## config.mk

```make
export PLATFORM = sky130hd
export DESIGN_NAME = ped_signal_flat
export DESIGN_NICKNAME = d
export VERILOG_FILES = /design/src/rtl/ped_signal_if.sv /design/src/rtl/ped_signal.sv /design/src/flat_wrapper.sv
export SDC_FILE = /design/constraint.sdc
export NUM_CORES = 1
export LEC_CHECK = 0
export BUFFER_PORTS_ARGS = -buffer_cell sky130_fd_sc_hd__buf_4
export CELL_PAD_IN_SITES_DETAIL_PLACEMENT = 1
export CELL_PAD_IN_SITES_GLOBAL_PLACEMENT = 1
export CORE_MARGIN = 10
export CORE_UTILIZATION = 50
export DETAILED_ROUTE_END_ITERATION = 6
export HOLD_SLACK_MARGIN = 0.15
export PLACE_DENSITY_LB_ADDON = 0.1
export SLEW_MARGIN = 20
export SYNTH_ARGS = -nofsm -noshare
export SYNTH_HDL_FRONTEND = slang
export SYNTH_SLANG_ARGS = --single-unit
```

## constraint.sdc

```tcl
create_clock -name clk -period 5.45 [get_ports clk]
set_input_delay 1.09 -clock clk [delete_from_list [all_inputs] [get_ports clk]]
set_output_delay 1.09 -clock clk [all_outputs]
set_load 0.02 [all_outputs]
```

## src/rtl/ped_signal_if.sv

```systemverilog
// ped_signal_if: lamp, button and pedestrian-output bundle between the controller side and ped_signal
// Ports: car_red/car_green/car_yellow/btn driven by the controller side (master);
//        ped_req/walk/stop/remain[6:0]/fault driven by ped_signal (slave).
interface ped_signal_if;
    logic       car_red;
    logic       car_green;
    logic       car_yellow;
    logic       btn;
    logic       ped_req;
    logic       walk;
    logic       stop;
    logic [6:0] remain;
    logic       fault;
    modport master (
        output car_red, car_green, car_yellow, btn,
        input  ped_req, walk, stop, remain, fault
    );
    modport slave (
        input  car_red, car_green, car_yellow, btn,
        output ped_req, walk, stop, remain, fault
    );
endinterface

```

## src/rtl/ped_signal.sv

```systemverilog
// ped_signal: pedestrian WALK/STOP lamps, walk countdown, debounced button and request pulse
// Ports: clk; rst_n (async active-low);
//        bus.slave: car_red/car_green/car_yellow lamps from controller, raw btn in;
//                   ped_req pulse, walk, stop, remain[6:0] seconds, sticky fault out (all registered).
module ped_signal #(
    parameter int CLK_FREQ   = 125_000_000,
    parameter int WALK_SEC   = 20,
    parameter int BLINK_SEC  = 5,
    parameter int DEB_CYC    = 1_250_000,
    parameter int BLINK_HALF = 31_250_000,
    parameter int REQ_PULSE  = 4,
    parameter int FAULT_CYC  = 1000
) (
    input  logic        clk,
    input  logic        rst_n,
    ped_signal_if.slave bus
);
    localparam int DIV_W = $clog2(CLK_FREQ + 1);
    localparam int DEB_W = $clog2(DEB_CYC + 1);
    localparam int BLK_W = $clog2(BLINK_HALF + 1);
    localparam int REQ_W = $clog2(REQ_PULSE + 1);
    localparam int FLT_W = $clog2(FAULT_CYC + 1);

    typedef enum logic [1:0] {S_STOP, S_WALK, S_BLINK, S_FAULT} state_t;

    state_t             state, state_n;
    logic [2:0]         car_m, car_s;
    logic               btn_m, btn_s, btn_deb, btn_deb_q;
    logic               red, red_q, red_rise, press, legal, fault_hit, tick, blink_flip, pulse_done;
    logic               pending, ped_req, walk, stop, fault, walk_n, stop_n;
    logic [6:0]         remain, remain_n, rem_dec;
    logic [DIV_W-1:0]   div_cnt;
    logic [DEB_W-1:0]   deb_cnt;
    logic [BLK_W-1:0]   blink_cnt;
    logic [REQ_W-1:0]   req_cnt;
    logic [FLT_W-1:0]   ill_cnt;

    // car_s bit order: {red, yellow, green}
    assign red        = car_s[2];
    assign red_rise   = red & ~red_q;
    assign press      = btn_deb & ~btn_deb_q;
    assign legal      = car_s inside {3'b001, 3'b010, 3'b100};
    assign fault_hit  = !legal && ill_cnt == FLT_W'(FAULT_CYC - 1);
    assign tick       = div_cnt == DIV_W'(CLK_FREQ - 1);
    assign blink_flip = blink_cnt == BLK_W'(BLINK_HALF - 1);
    assign pulse_done = ped_req && red && req_cnt == REQ_W'(REQ_PULSE - 1);
    assign rem_dec    = (tick && remain != '0) ? remain - 7'd1 : remain;

    assign bus.ped_req = ped_req;
    assign bus.walk    = walk;
    assign bus.stop    = stop;
    assign bus.remain  = remain;
    assign bus.fault   = fault;

    always_ff @(posedge clk or negedge rst_n) begin
        if (!rst_n) begin
            car_m <= '0;
            car_s <= '0;
            btn_m <= 1'b0;
            btn_s <= 1'b0;
            red_q <= 1'b0;
        end else begin
            car_m <= {bus.car_red, bus.car_yellow, bus.car_green};
            car_s <= car_m;
            btn_m <= bus.btn;
            btn_s <= btn_m;
            red_q <= car_s[2];
        end
    end

    // Counter runs only while the synced button disagrees with the accepted level.
    always_ff @(posedge clk or negedge rst_n) begin
        if (!rst_n) begin
            deb_cnt   <= '0;
            btn_deb   <= 1'b0;
            btn_deb_q <= 1'b0;
        end else begin
            btn_deb_q <= btn_deb;
            deb_cnt   <= (btn_s == btn_deb || deb_cnt == DEB_W'(DEB_CYC - 1)) ? '0 : deb_cnt + 1'b1;
            btn_deb   <= (btn_s != btn_deb && deb_cnt == DEB_W'(DEB_CYC - 1)) ? btn_s : btn_deb;
        end
    end

    // A pulse cut short by red falling leaves pending set so it retries on the next red.
    always_ff @(posedge clk or negedge rst_n) begin
        if (!rst_n) begin
            pending <= 1'b0;
            ped_req <= 1'b0;
            req_cnt <= '0;
        end else if (state_n == S_FAULT) begin
            pending <= 1'b0;
            ped_req <= 1'b0;
            req_cnt <= '0;
        end else if (ped_req) begin
            ped_req <= red && !pulse_done;
            req_cnt <= (red && !pulse_done) ? req_cnt + 1'b1 : '0;
            pending <= !pulse_done;
        end else begin
            ped_req <= pending && red;
            req_cnt <= '0;
            pending <= pending || (press && state == S_STOP && state_n == S_STOP);
        end
    end

    always_ff @(posedge clk or negedge rst_n) begin
        if (!rst_n) begin
            div_cnt   <= '0;
            blink_cnt <= '0;
            ill_cnt   <= '0;
        end else begin
            div_cnt   <= (tick || (state_n == S_WALK && state != S_WALK)) ? '0 : div_cnt + 1'b1;
            blink_cnt <= (blink_flip || (state_n == S_BLINK && state != S_BLINK)) ? '0 : blink_cnt + 1'b1;
            ill_cnt   <= legal ? '0 : fault_hit ? ill_cnt : ill_cnt + 1'b1;
        end
    end

    always_ff @(posedge clk or negedge rst_n) begin
        if (!rst_n) begin
            state  <= S_STOP;
            walk   <= 1'b0;
            stop   <= 1'b1;
            remain <= '0;
            fault  <= 1'b0;
        end else begin
            state  <= state_n;
            walk   <= walk_n;
            stop   <= stop_n;
            remain <= remain_n;
            fault  <= state_n == S_FAULT;
        end
    end

    // A pending request defers the walk until its pulse has been delivered.
    always_comb begin
        state_n  = state;
        walk_n   = 1'b0;
        stop_n   = 1'b1;
        remain_n = '0;
        case (state)
            S_STOP:  state_n = ((red_rise && !pending) || pulse_done) ? S_WALK : S_STOP;
            S_WALK:  state_n = !red ? S_STOP : (rem_dec <= 7'(BLINK_SEC)) ? S_BLINK : S_WALK;
            S_BLINK: state_n = (!red || rem_dec == '0) ? S_STOP : S_BLINK;
            default: state_n = S_FAULT;
        endcase
        if (fault_hit)
            state_n = S_FAULT;
        case (state_n)
            S_WALK: begin
                walk_n   = 1'b1;
                stop_n   = 1'b0;
                remain_n = (state == S_WALK) ? rem_dec : 7'(WALK_SEC);
            end
            S_BLINK: begin
                stop_n   = 1'b0;
                walk_n   = (state != S_BLINK) ? 1'b1 : walk ^ blink_flip;
                remain_n = rem_dec;
            end
            default: ;
        endcase
    end
endmodule

```

## src/flat_wrapper.sv

```systemverilog
// flat-port wrapper written by rule: the top's interface ports become plain ports
module ped_signal_flat 
#(
    parameter int CLK_FREQ   = 125_000_000,
    parameter int WALK_SEC   = 20,
    parameter int BLINK_SEC  = 5,
    parameter int DEB_CYC    = 1_250_000,
    parameter int BLINK_HALF = 31_250_000,
    parameter int REQ_PULSE  = 4,
    parameter int FAULT_CYC  = 1000
)
  (clk, rst_n, bus_car_red, bus_car_green, bus_car_yellow, bus_btn, bus_ped_req, bus_walk, bus_stop, bus_remain, bus_fault);
  ped_signal_if bus_i ();
  input  logic clk;
  input  logic rst_n;
  input wire logic [$bits(bus_i.car_red)-1:0] bus_car_red;
  input wire logic [$bits(bus_i.car_green)-1:0] bus_car_green;
  input wire logic [$bits(bus_i.car_yellow)-1:0] bus_car_yellow;
  input wire logic [$bits(bus_i.btn)-1:0] bus_btn;
  output wire logic [$bits(bus_i.ped_req)-1:0] bus_ped_req;
  output wire logic [$bits(bus_i.walk)-1:0] bus_walk;
  output wire logic [$bits(bus_i.stop)-1:0] bus_stop;
  output wire logic [$bits(bus_i.remain)-1:0] bus_remain;
  output wire logic [$bits(bus_i.fault)-1:0] bus_fault;
  assign bus_i.car_red = bus_car_red;
  assign bus_i.car_green = bus_car_green;
  assign bus_i.car_yellow = bus_car_yellow;
  assign bus_i.btn = bus_btn;
  assign bus_ped_req = bus_i.ped_req;
  assign bus_walk = bus_i.walk;
  assign bus_stop = bus_i.stop;
  assign bus_remain = bus_i.remain;
  assign bus_fault = bus_i.fault;
  ped_signal #(.CLK_FREQ(CLK_FREQ), .WALK_SEC(WALK_SEC), .BLINK_SEC(BLINK_SEC), .DEB_CYC(DEB_CYC), .BLINK_HALF(BLINK_HALF), .REQ_PULSE(REQ_PULSE), .FAULT_CYC(FAULT_CYC)) u_core (.clk(clk), .rst_n(rst_n), .bus(bus_i));
endmodule
```

==> impl_results.md, run 1 <==
- Status: completed
- Layout cell share with drive strength beyond 1: 7.881%
- Crit-path max FO: 25
- Net Count, Synth: 566
- Final Hold Fails: 0
- Clock buffer depth: 2
- Fmax: 0.2282 GHz
- Slew HR: 34.20%
- Worst setup path class: flop to flop
- Core Box Area: 0.01042 mm^2
- Pre-CTS setup slack: 1129 ps
- Critical Path Slowest Stage Cell: a21o_1
- Hold buffer count at cts: 0
- Hold slack: 353.8 ps
- DRT antenna net count: 0
- Hpwl dp: 8236 um
- Sw Ratio: 32.83%
- Initial antenna violation count: 0
- Leak Pwr: 0.002541 uW
- Clock power frac: 28.6%
- Port buffer count: 16
- Inst Count DP: 691
- Psw: 638.1 uW
- Starting DRT DRC Count: 243
- Tmin final: 4382 ps
- Largest net degree at the start of global routing: 79
- Post-synthesis cell type count: 52
- Clock sink count: 111
- CTS root buffer: clkbuf_8
- HP Class: flop to flop
- Pwr dens: 330.9 mW/mm^2
- Cell family with most CP delay: simple AND/OR/NAND/NOR gates
- Cts repair resizes: 0
- Via Count: 4038
- Worst-Skew Late Latency: 380 ps
- Rows: 37
- Vias in the first global route: 4256
- Area of all sequential standard cells: 0.002779 mm^2
- Die W: 123.9 um
- Final period util: 80.40%
- Post-synth top flop: dfrtp_1
- Critical Path AT: 4610 ps
- Setup ws final: 1068 ps
- H-tree Lvls: 3
- Element type at the critical path end: flop
- Area contributors post-synth: dfrtp_1 (51%), nor2_1 (7.1%), xnor2_1 (6.2%)
- Max_cap viols: 0
- Fin Clk Skew: 8.504 ps
- Drt wl/cell: 16.97 um
- Sum Neg Setup Slack: 0 ps
- Io pins: 17
- Area grow syn2layout: 8.882%
- DRC viols: 0
- Max IR drop VDD: 0.0002080 V
- Max incr delay on CP: 670 ps
- Cell type with the largest total area after synthesis: dfrtp_1
- Inserted Clock Buffers: 9
- First-pass GRT wire length: 20670 um
- Routed wire length: 12000 um
- CP bufs+invs: 0
- Mapped Avg Cell Area: 9.845 um^2
- Fillcell total: 1210
- Syn Inst Count: 548
- Die Span Y: 123.9 um
- Setup-failing EPs final: 0
- Async set-reset flop share out of synthesis: 100.0%
- Final std cells w/o fill: 707
- Seq cells post-synth: 111
- Syn Std Cell Area: 0.005395 mm^2
- Overall global routing resource usage: 16.61%
- Worst path cell trace: or4b_4 > nor4_4 > nand4_2 > a221o_1 > or4_4 > o311ai_1 > ha_1 > a21o_1 > nor2_1
- CP Launch Type: flop
- Share of the synthesized area in the top cell type: 51.02%
- Routability Congestion: 0.8515
- Seq pwr share: 51.0%
- Die area: 0.01535 mm^2
- Tot Pwr: 1944 uW
- Clk pin slew, worst setup/hold paths: 110 ps
- ANT cells: 0
- Setup bufs post-CTS: 0
- RSZ-0062 raised after global routing: false
- Starting Density: 51.80%
- Final nets: 584
- Vias per cell: 5.711
- Worst Tran Pin Value: 986.9 ps
- P_int: 1306 uW
- Comb pwr share: 20.4%
- Area of the multi-input gates: 0.002507 mm^2
- CP Data Required Time: 5680 ps
- Slew Viols, Final: 0
- First-pass DRT Iterations: 4
- Synth Warn #: 0
- CTS tree: done
- Sequential fraction of the synthesis area: 51.51%
- Number of synthesized flops with an enable pin: 0
- Grt ovf: 0
layout by cell type (no fill, tap or decap), drive strengths merged, types with 2 or more instances in the layout:
master    n
dfrtp   110
nor2    102
nand2    42
xnor2    38
xor2     33
nand3    30
inv      22
nand4    19
buf      17
nor3     16
nor4     16
a21oi    14
o21ai    14
ha       12
clkbuf   10
or3       9
and4      9
and3      7
nor4b     6
and2      6
nor2b     4
or4b      4
nand2b    3
a21o      2
nor4bb    2
a22oi     2
mux2i     2
bufinv    2
o311ai    2
final timing paths:
path	slack (ps)	endpoint	cells past startpoint	start
min	350	u_core.car_s[2]	0	u_core.car_m[2]
min reg2reg	350	u_core.car_s[2]	0	u_core.car_m[2]
min in group asynchronous	860	u_core.bus.remain[5]	1	rst_n
max	1070	u_core.blink_cnt[14]	9	u_core.div_cnt[13]
max in group asynchronous	3560	u_core.bus.stop	2	rst_n
max reg2reg	1070	u_core.blink_cnt[14]	9	u_core.div_cnt[13]
kinds of logic after synthesis:
logic type                 share of synthesized area [%]
DFF                                                51.51
adders and majority gates                          2.783
and+or+nand+nor                                    26.79
AOI/OAI and AO/OA                                  4.801
muxes                                             0.5798
xor gates and xnor gates                           11.53
buffers and inverters                              2.018
Yosys cell counts (9+ instances only):
cell      number
inv_1         19
nand4_1       18
nor3_1        16
ha_1          12
nand3_1       30
a21oi_1       14
dfrtp_1      110
o21ai_0       13
nor2_1       102
xnor2_1       38
xor2_1        33
clkbuf_1      10
nor4_1        15
nand2_1       41
or3_1          9
power groups by stage:
stage	clock [uW]	combinational (uW)	sequential [uW]
after floorplan	0	273	994
after global placement	0	383	999
after detailed placement	0	398	1000
after CTS	570	404	989
after global routing	608	455	1000
final	556	397	991
state kept, by name, summed over array words and instances (netlist names), 2 cells and up:
register,flops
u_core.bus.remain,7
u_core.blink_cnt,25
u_core.car_s,3
u_core.state,2
u_core.deb_cnt,21
u_core.car_m,3
u_core.div_cnt,27
u_core.ill_cnt,10
u_core.req_cnt,3
routing by layer:
| layer | GRT usage [%] | part of all wire, % |
|---|---|---|
| met1 | 20.87 | 45 |
| met2 | 28.05 | 50 |
| met3 | 2.308 | 2.9 |
| met4 | 7.132 | 1.8 |
| met5 | 0 | 0 |
through the flow:
| step | utilization (%) | cell area, um^2 |
|---|---|---|
| after global routing | 56.40 | 5874 |
| after floorplan | - | 5395 |
| after detailed placement | 54.29 | 5655 |
| final | 56.40 | 5874 |
| after global placement | 54.29 | 5655 |
| after CTS | 56.40 | 5874 |
area by class of cell:
class | instances | area share (%)
Multi-Input combinational cell | 408 | 42.68
Clock inverter | 6 | 1.555
Timing Repair Buffer | 17 | 2.173
Clock buffer | 10 | 2.173
Sequential cell | 111 | 47.31
Inverter | 19 | 1.214
Tap cell | 136 | 2.897
Note: power is estimated with default switching activity, not from simulation.
==> run 2: changes to the inputs <==
--- a/config.mk
+++ b/config.mk
@@ -9,7 +9,7 @@
 export CELL_PAD_IN_SITES_DETAIL_PLACEMENT = 1
 export CELL_PAD_IN_SITES_GLOBAL_PLACEMENT = 1
 export CORE_MARGIN = 10
-export CORE_UTILIZATION = 50
+export CORE_UTILIZATION = 44
 export DETAILED_ROUTE_END_ITERATION = 6
 export HOLD_SLACK_MARGIN = 0.15
 export PLACE_DENSITY_LB_ADDON = 0.1
==> constraint.sdc (replaced) <==
create_clock -name clk -period 3.7 [get_ports clk]
set_input_delay 0.74 -clock clk [delete_from_list [all_inputs] [get_ports clk]]
set_output_delay 0.74 -clock clk [all_outputs]
set_load 0.02 [all_outputs]
==> run 2 against run 1 <==
Largest power group unchanged. Critical path depth did not move. Critical endpoint is now u_core.bus.remain[3]. Highest routed layer unchanged. Core utilization fell by 5.2 points. Non-clock buffer count rose by 14.
==> impl_results.md, run 2 (synthesized netlist as in run 1, its figures left out) <==
- CTS tree: done
- Status: completed
- Routability Congestion: 0.7958 (-6.5%)
- Reg-to-reg slack, setup: 90 ps (-980 ps)
- Worst setup path class: flop to flop
- Seq pwr share: 47.5% (-3.5 points)
- P_int: 2112 uW (+62%)
- Slew Viols, Final: 0 (unchanged)
- Fin Clk Skew: 9.814 ps (+1.310 ps)
- Overall global routing resource usage: 15.14% (-1.5 points)
- Hold buffer count at cts: 0 (unchanged)
- Worst path cell trace: or4b_4 > nor4_4 > nand4_2 > a221o_1 > or4_4 > o311ai_2 > ha_1 > o21bai_2 > nor2b_1
- Crit-path max FO: 5 (-80%)
- Max incr delay on CP: 560 ps (-110 ps)
- Pwr dens: 500.7 mW/mm^2 (+51%)
- Clock buffer depth: 2 (unchanged)
- Largest net degree at the start of global routing: 67 (-15%)
- Clk pin slew, worst setup/hold paths: 70 ps (-40 ps)
- Starting DRT DRC Count: 170 (-30%)
- Initial antenna violation count: 0 (unchanged)
- HP Class: flop to flop
- Critical Path AT: 3890 ps (-720 ps)
- Fin util: 51.16% (-5.2 points)
- Die Span Y: 130.7 um (+5.5%)
- Max reg flops: 27 (unchanged)
- Most frequent cells in the layout: dfrtp_1 (110), nor2_1 (101), nand2_1 (41)
- Clock sink count: 111 (unchanged)
- CP bufs+invs: 0 (unchanged)
- RSZ-0062 raised after global routing: true
- Slew HR: 33.62% (-0.59 points)
- Hpwl dp: 8262 um (+0.31%)
- Layout cell share with drive strength beyond 1: 11.45% (+3.6 points)
- DRC viols: 0 (unchanged)
- First-pass GRT wire length: 20760 um (+0.44%)
- Comb pwr share: 21.6% (+1.2 points)
- Max_cap viols: 0 (unchanged)
- Biggest register: u_core.div_cnt
- CP Data Required Time: 3970 ps (-1710 ps)
- Vias in the first global route: 4254 (-0.047%)
- Cell family with most CP delay: simple AND/OR/NAND/NOR gates
- DRT antenna net count: 0 (unchanged)
- Setup ws final: 87.34 ps (-980.8 ps)
- Pre-CTS setup slack: -49.62 ps (-1179 ps)
- Area of all sequential standard cells: 0.002779 mm^2 (unchanged)
- Critical Path Source: u_core.div_cnt[10]
- Worst-Skew Late Latency: 350 ps (-30 ps)
- Final period util: 97.64% (+17 points)
- Rows: 40 (+8.1%)
- Tmin final: 3613 ps (-769.2 ps)
- Final nets: 598 (+2.4%)
- Core Box Area: 0.01201 mm^2 (+15%)
- Sum Neg Setup Slack: 0 ps (unchanged)
- ANT cells: 0 (unchanged)
- Clock power frac: 30.9% (+2.3 points)
- CTS root buffer: clkbuf_16
- H-tree Lvls: 3 (unchanged)
- Vias per cell: 5.455 (-4.5%)
- Starting Density: 44.92% (-6.9 points)
- Fmax: 0.2768 GHz (+21%)
- Element type at the critical path end: flop
- Die area: 0.01709 mm^2 (+11%)
- RR Startpoint: u_core.div_cnt[10]
- Worst hold start: u_core.car_m[2]
- CP Launch Type: flop
- Via Count: 3993 (-1.1%)
- Io pins: 17 (unchanged)
- Setup-failing EPs final: 0 (unchanged)
- Die W: 130.7 um (+5.5%)
- Worst Tran Pin Value: 986.7 ps (-0.2669 ps)
- Top Registers: u_core.div_cnt: 27 flops, u_core.blink_cnt: 25 flops, u_core.deb_cnt: 21 flops
- Drt wl/cell: 16.06 um (-5.3%)
- Leak Pwr: 0.002663 uW (+4.8%)
- Area of the multi-input gates: 0.002551 mm^2 (+1.7%)
- Grt ovf: 0 (unchanged)
- Sw Ratio: 31.35% (-1.5 points)
- Critical Path Slowest Stage Cell: or4b_4
- Inserted Clock Buffers: 9 (unchanged)
- Commonest non-fill, non-tap cell in the layout: dfrtp_1
- Fillcell total: 1374 (+14%)
- Final Hold Fails: 0 (unchanged)
- Area grow syn2layout: 13.89%
- Max IR drop VDD: 0.0004343 V (+110%)
- Port buffer count: 16 (unchanged)
- Psw: 964.5 uW (+51%)
- Routed wire length: 11760 um (-2.0%)
- First-pass DRT Iterations: 4 (unchanged)
## run 2: cell types whose count changed in the layout (fill, tap and decap cells not counted), sizes merged
cell      previous run  this run
buf                 17        31
bufinv               2         0
clkbuf              10        13
clkinv               1         0
clkinvlp             0         2
inv                 22        20
## run 2: timing repair
item                                    CTS  global route
pin swaps                                 0             1
gates resized for setup                   2             8
buffers inserted                          0             2
gates cloned                              0             0
endpoints found under the setup margin    4            61
## run 2: per-stage QoR
stage                     hold slack (ps)  total power (uW)  cells  instance area (um^2)
after floorplan                     331.2              1867    548                  5395
after global placement              332.6              2090    714                  5784
after detailed placement            337.9              2123    714                  5784
after CTS                           355.0              3105    730                  6093
after global routing                357.8              3273    732                  6145
final                               351.5              3076    732                  6145
## run 2: final cells by class
cell class,instances,share of cell area [%]
clock buffers,13,4.398
flip-flops and latches,111,45.23
clock inverters,3,0.3869
inverters,19,1.161
well taps,147,2.993
multi-input cells,408,41.52
repair buffers,31,4.317
## run 2: layer usage
layer	vias to the layer above	global-route usage, %	share of wire, %
met2	20	25.60	50
met3	5	4.110	2.3
met5	-	0	0
met4	0	3.728	0.89
li1	1949	-	-
met1	2019	18.77	47
## run 2: path summary, 6_finish.rpt
path,endpoint,cells past startpoint
hold / removal,u_core.car_s[2],0
hold reg to reg,u_core.car_s[2],0
max in group asynchronous,u_core.btn_deb,2
setup reg to reg,u_core.bus.remain[3],9
min in group asynchronous,u_core.req_cnt[2],1
setup / recovery,u_core.bus.remain[3],9
## run 2: power groups by stage
stage	Combinational, uW	Sequential (uW)	Clock [uW]
global route	753	1480	1040
floorplan	403	1460	0
detailed placement	642	1480	0
finish	665	1460	951
global placement	616	1470	0
CTS	657	1460	988
==> run 3: changes to the inputs <==
--- a/config.mk
+++ b/config.mk
@@ -13,6 +13,7 @@
 export DETAILED_ROUTE_END_ITERATION = 6
 export HOLD_SLACK_MARGIN = 0.15
 export PLACE_DENSITY_LB_ADDON = 0.1
+export REMOVE_ABC_BUFFERS = 1
 export SLEW_MARGIN = 20
 export SYNTH_ARGS = -nofsm -noshare
 export SYNTH_HDL_FRONTEND = slang
==> run 3 against run 2 <==
Wire length is 2.9% higher. Clock skew is 0.52 ps higher. Register-to-register slack better by 20 ps. Largest cell class unchanged. Highest routed layer unchanged.
==> impl_results.md, run 3 (synthesized netlist as in run 1, its figures left out) <==
- Cell family with most CP delay: simple AND/OR/NAND/NOR gates
- Setup-failing EPs final: 0 (unchanged)
- Starting DRT DRC Count: 297 (+75%)
- Hold slack: 353.0 ps (+1.425 ps)
- Die Span Y: 130.7 um (unchanged)
- CP Launch Type: flop
- Top Registers: u_core.div_cnt: 27 flops, u_core.blink_cnt: 25 flops, u_core.deb_cnt: 21 flops
- Worst R2R Path Depth: 9 (unchanged)
- Slew HR: 39.43% (+5.8 points)
- Layout cell share with drive strength beyond 1: 11.28% (-0.17 points)
- HP Class: input port to asynchronous set/reset pin
- Port buffer count: 16 (unchanged)
- Slew Viols, Final: 0 (unchanged)
- CP Data Required Time: 3990 ps (+20 ps)
- Die W: 130.7 um (unchanged)
- Final nets: 598 (unchanged)
- First-pass GRT wire length: 20930 um (+0.79%)
- Overall global routing resource usage: 15.24% (+0.098 points)
- Inserted Clock Buffers: 9 (unchanged)
- Final Hold Fails: 0 (unchanged)
- Critical Path Slowest Stage Cell: or4b_2
- Largest net degree at the start of global routing: 73 (+9.0%)
- Commonest non-fill, non-tap cell in the layout: dfrtp_1
- Biggest register: u_core.div_cnt
- CP bufs+invs: 0 (unchanged)
- Grt ovf: 0 (unchanged)
- ANT cells: 0 (unchanged)
- Fillcell total: 1354 (-1.5%)
- H-tree Lvls: 3 (unchanged)
- Starting Density: 44.92% (unchanged)
- Worst path cell trace: or4b_1 > nor4_4 > nand4_2 > a221o_1 > o41ai_4 > o311ai_2 > ha_2 > or4b_2 > nor2_1
- Crit-path max FO: 5 (unchanged)
- RR Startpoint: u_core.div_cnt[18]
- Element type at the critical path end: flop
- Max reg flops: 27 (unchanged)
- Routability Congestion: 0.8093 (+1.7%)
- Hpwl dp: 8095 um (-2.0%)
- Final period util: 96.99% (-0.65 points)
- First-pass DRT Iterations: 4 (unchanged)
- Fmax: 0.2787 GHz (+0.67%)
- CTS root buffer: clkbuf_16
- Worst-Skew Late Latency: 360 ps (about the same)
- RSZ-0062 raised after global routing: true
- Clk pin slew, worst setup/hold paths: 70 ps (about the same)
- DRC viols: 0 (unchanged)
- Status: completed
- Tmin final: 3589 ps (-23.97 ps)
- Worst setup path class: flop to flop
- Number of cells on the critical path: 9 (unchanged)
- RR Endpoint: u_core.req_cnt[2]
- Rows: 40 (unchanged)
- Most frequent cells in the layout: dfrtp_1 (110), nor2_1 (102), nand2_1 (41)
- Clock buffer depth: 2 (unchanged)
- Area grow syn2layout: 14.17%
- DRT antenna net count: 0 (unchanged)
- Critical Path AT: 3880 ps (about the same)
- Routed wire length: 12100 um (+2.9%)
- Worst Tran Pin Value: 900.3 ps (-86.39 ps)
- Max IR drop VDD: 0.0002848 V (-34%)
- Via Count: 4065 (+1.8%)
- Pwr dens: 508.1 mW/mm^2 (+1.5%)
- Max incr delay on CP: 680 ps (+120 ps)
- Leak Pwr: 0.002673 uW (+0.38%)
- Fin Clk Skew: 10.33 ps (+0.5188 ps)
- Reg-to-reg slack, setup: 110 ps (+20 ps)
- Core Box Area: 0.01201 mm^2 (unchanged)
- Drt wl/cell: 16.53 um (+2.9%)
- Io pins: 17 (unchanged)
- Clock sink count: 111 (unchanged)
- CTS tree: done
- Vias per cell: 5.553 (+1.8%)
- Die area: 0.01709 mm^2 (unchanged)
- Vias in the first global route: 4317 (+1.5%)
- Max_cap viols: 0 (unchanged)
- Tot Pwr: 3130 uW (+1.7%)
- Initial antenna violation count: 0 (unchanged)
run 3: cell types whose count changed in the layout (fill, tap and decap cells not counted), moves of 2 or more:
cell        change
ha_2            +2
clkinv_2        +2
ha_1            -2
clkinvlp_4      -2
clkbuf_8        -3
run 3: final cells by class:
type / instances / area [um^2] / share of cell area [%]
tap: 147 / 183.9 / 2.986
multi-input combinational: 408 / 2570 / 41.72
timing repair buffer: 31 / 265.3 / 4.306
clock inverter: 5 / 57.56 / 0.9344
inverter: 19 / 71.32 / 1.158
clock buffer: 11 / 232.7 / 3.778
sequential: 111 / 2779 / 45.11
run 3: through the flow:
| stage | cell area, um^2 | TNS, ps | instances | utilization, % | worst slack (ps) |
|---|---|---|---|---|---|
| finish | 6160 | 0 | 732 | 51.28 | 111.3 |
| global route | 6160 | -1006 | 732 | 51.28 | -82.98 |
| floorplan | 5358 | 0 | 538 | - | 0.04996 |
| CTS | 6075 | 0 | 729 | 50.57 | 2.915 |
| global placement | 5777 | 0 | 713 | 48.09 | 169.6 |
| detailed placement | 5777 | 0 | 713 | 48.09 | 7.210 |
run 3: report_power, final:
group          switching [uW]  internal [uW]  total (uW)
combinational             417            273         690
sequential                134           1330        1460
clock                     450            528         978
run 3: how the worst max path moves through the flow:
stage | from | endpoint | slack [ps]
after global routing | u_core.div_cnt[7] | u_core.req_cnt[2] | -80
after detailed placement | u_core.div_cnt[10] | u_core.req_cnt[2] | 7
after global placement | u_core.div_cnt[10] | u_core.req_cnt[2] | 170
final | u_core.div_cnt[18] | u_core.req_cnt[2] | 110
after floorplan | u_core.div_cnt[13] | u_core.blink_cnt[10] | 0.05
after CTS | u_core.div_cnt[10] | u_core.bus.remain[0] | 3
run 3: what timing repair did:
action / CTS / global route
setup buffers: 0 / 3
resized for setup: 1 / 12
setup endpoints to repair: 3 / 62
hold buffers: 0 / 0
pin swaps: 0 / 2
endpoints found under the hold margin: 0 / 0
run 3: metal layers:
metal	track usage, %	part of all wire [%]
met5	0	0
met4	4.644	1.5
met3	3.787	3.0
met1	18.92	46
met2	25.60	50
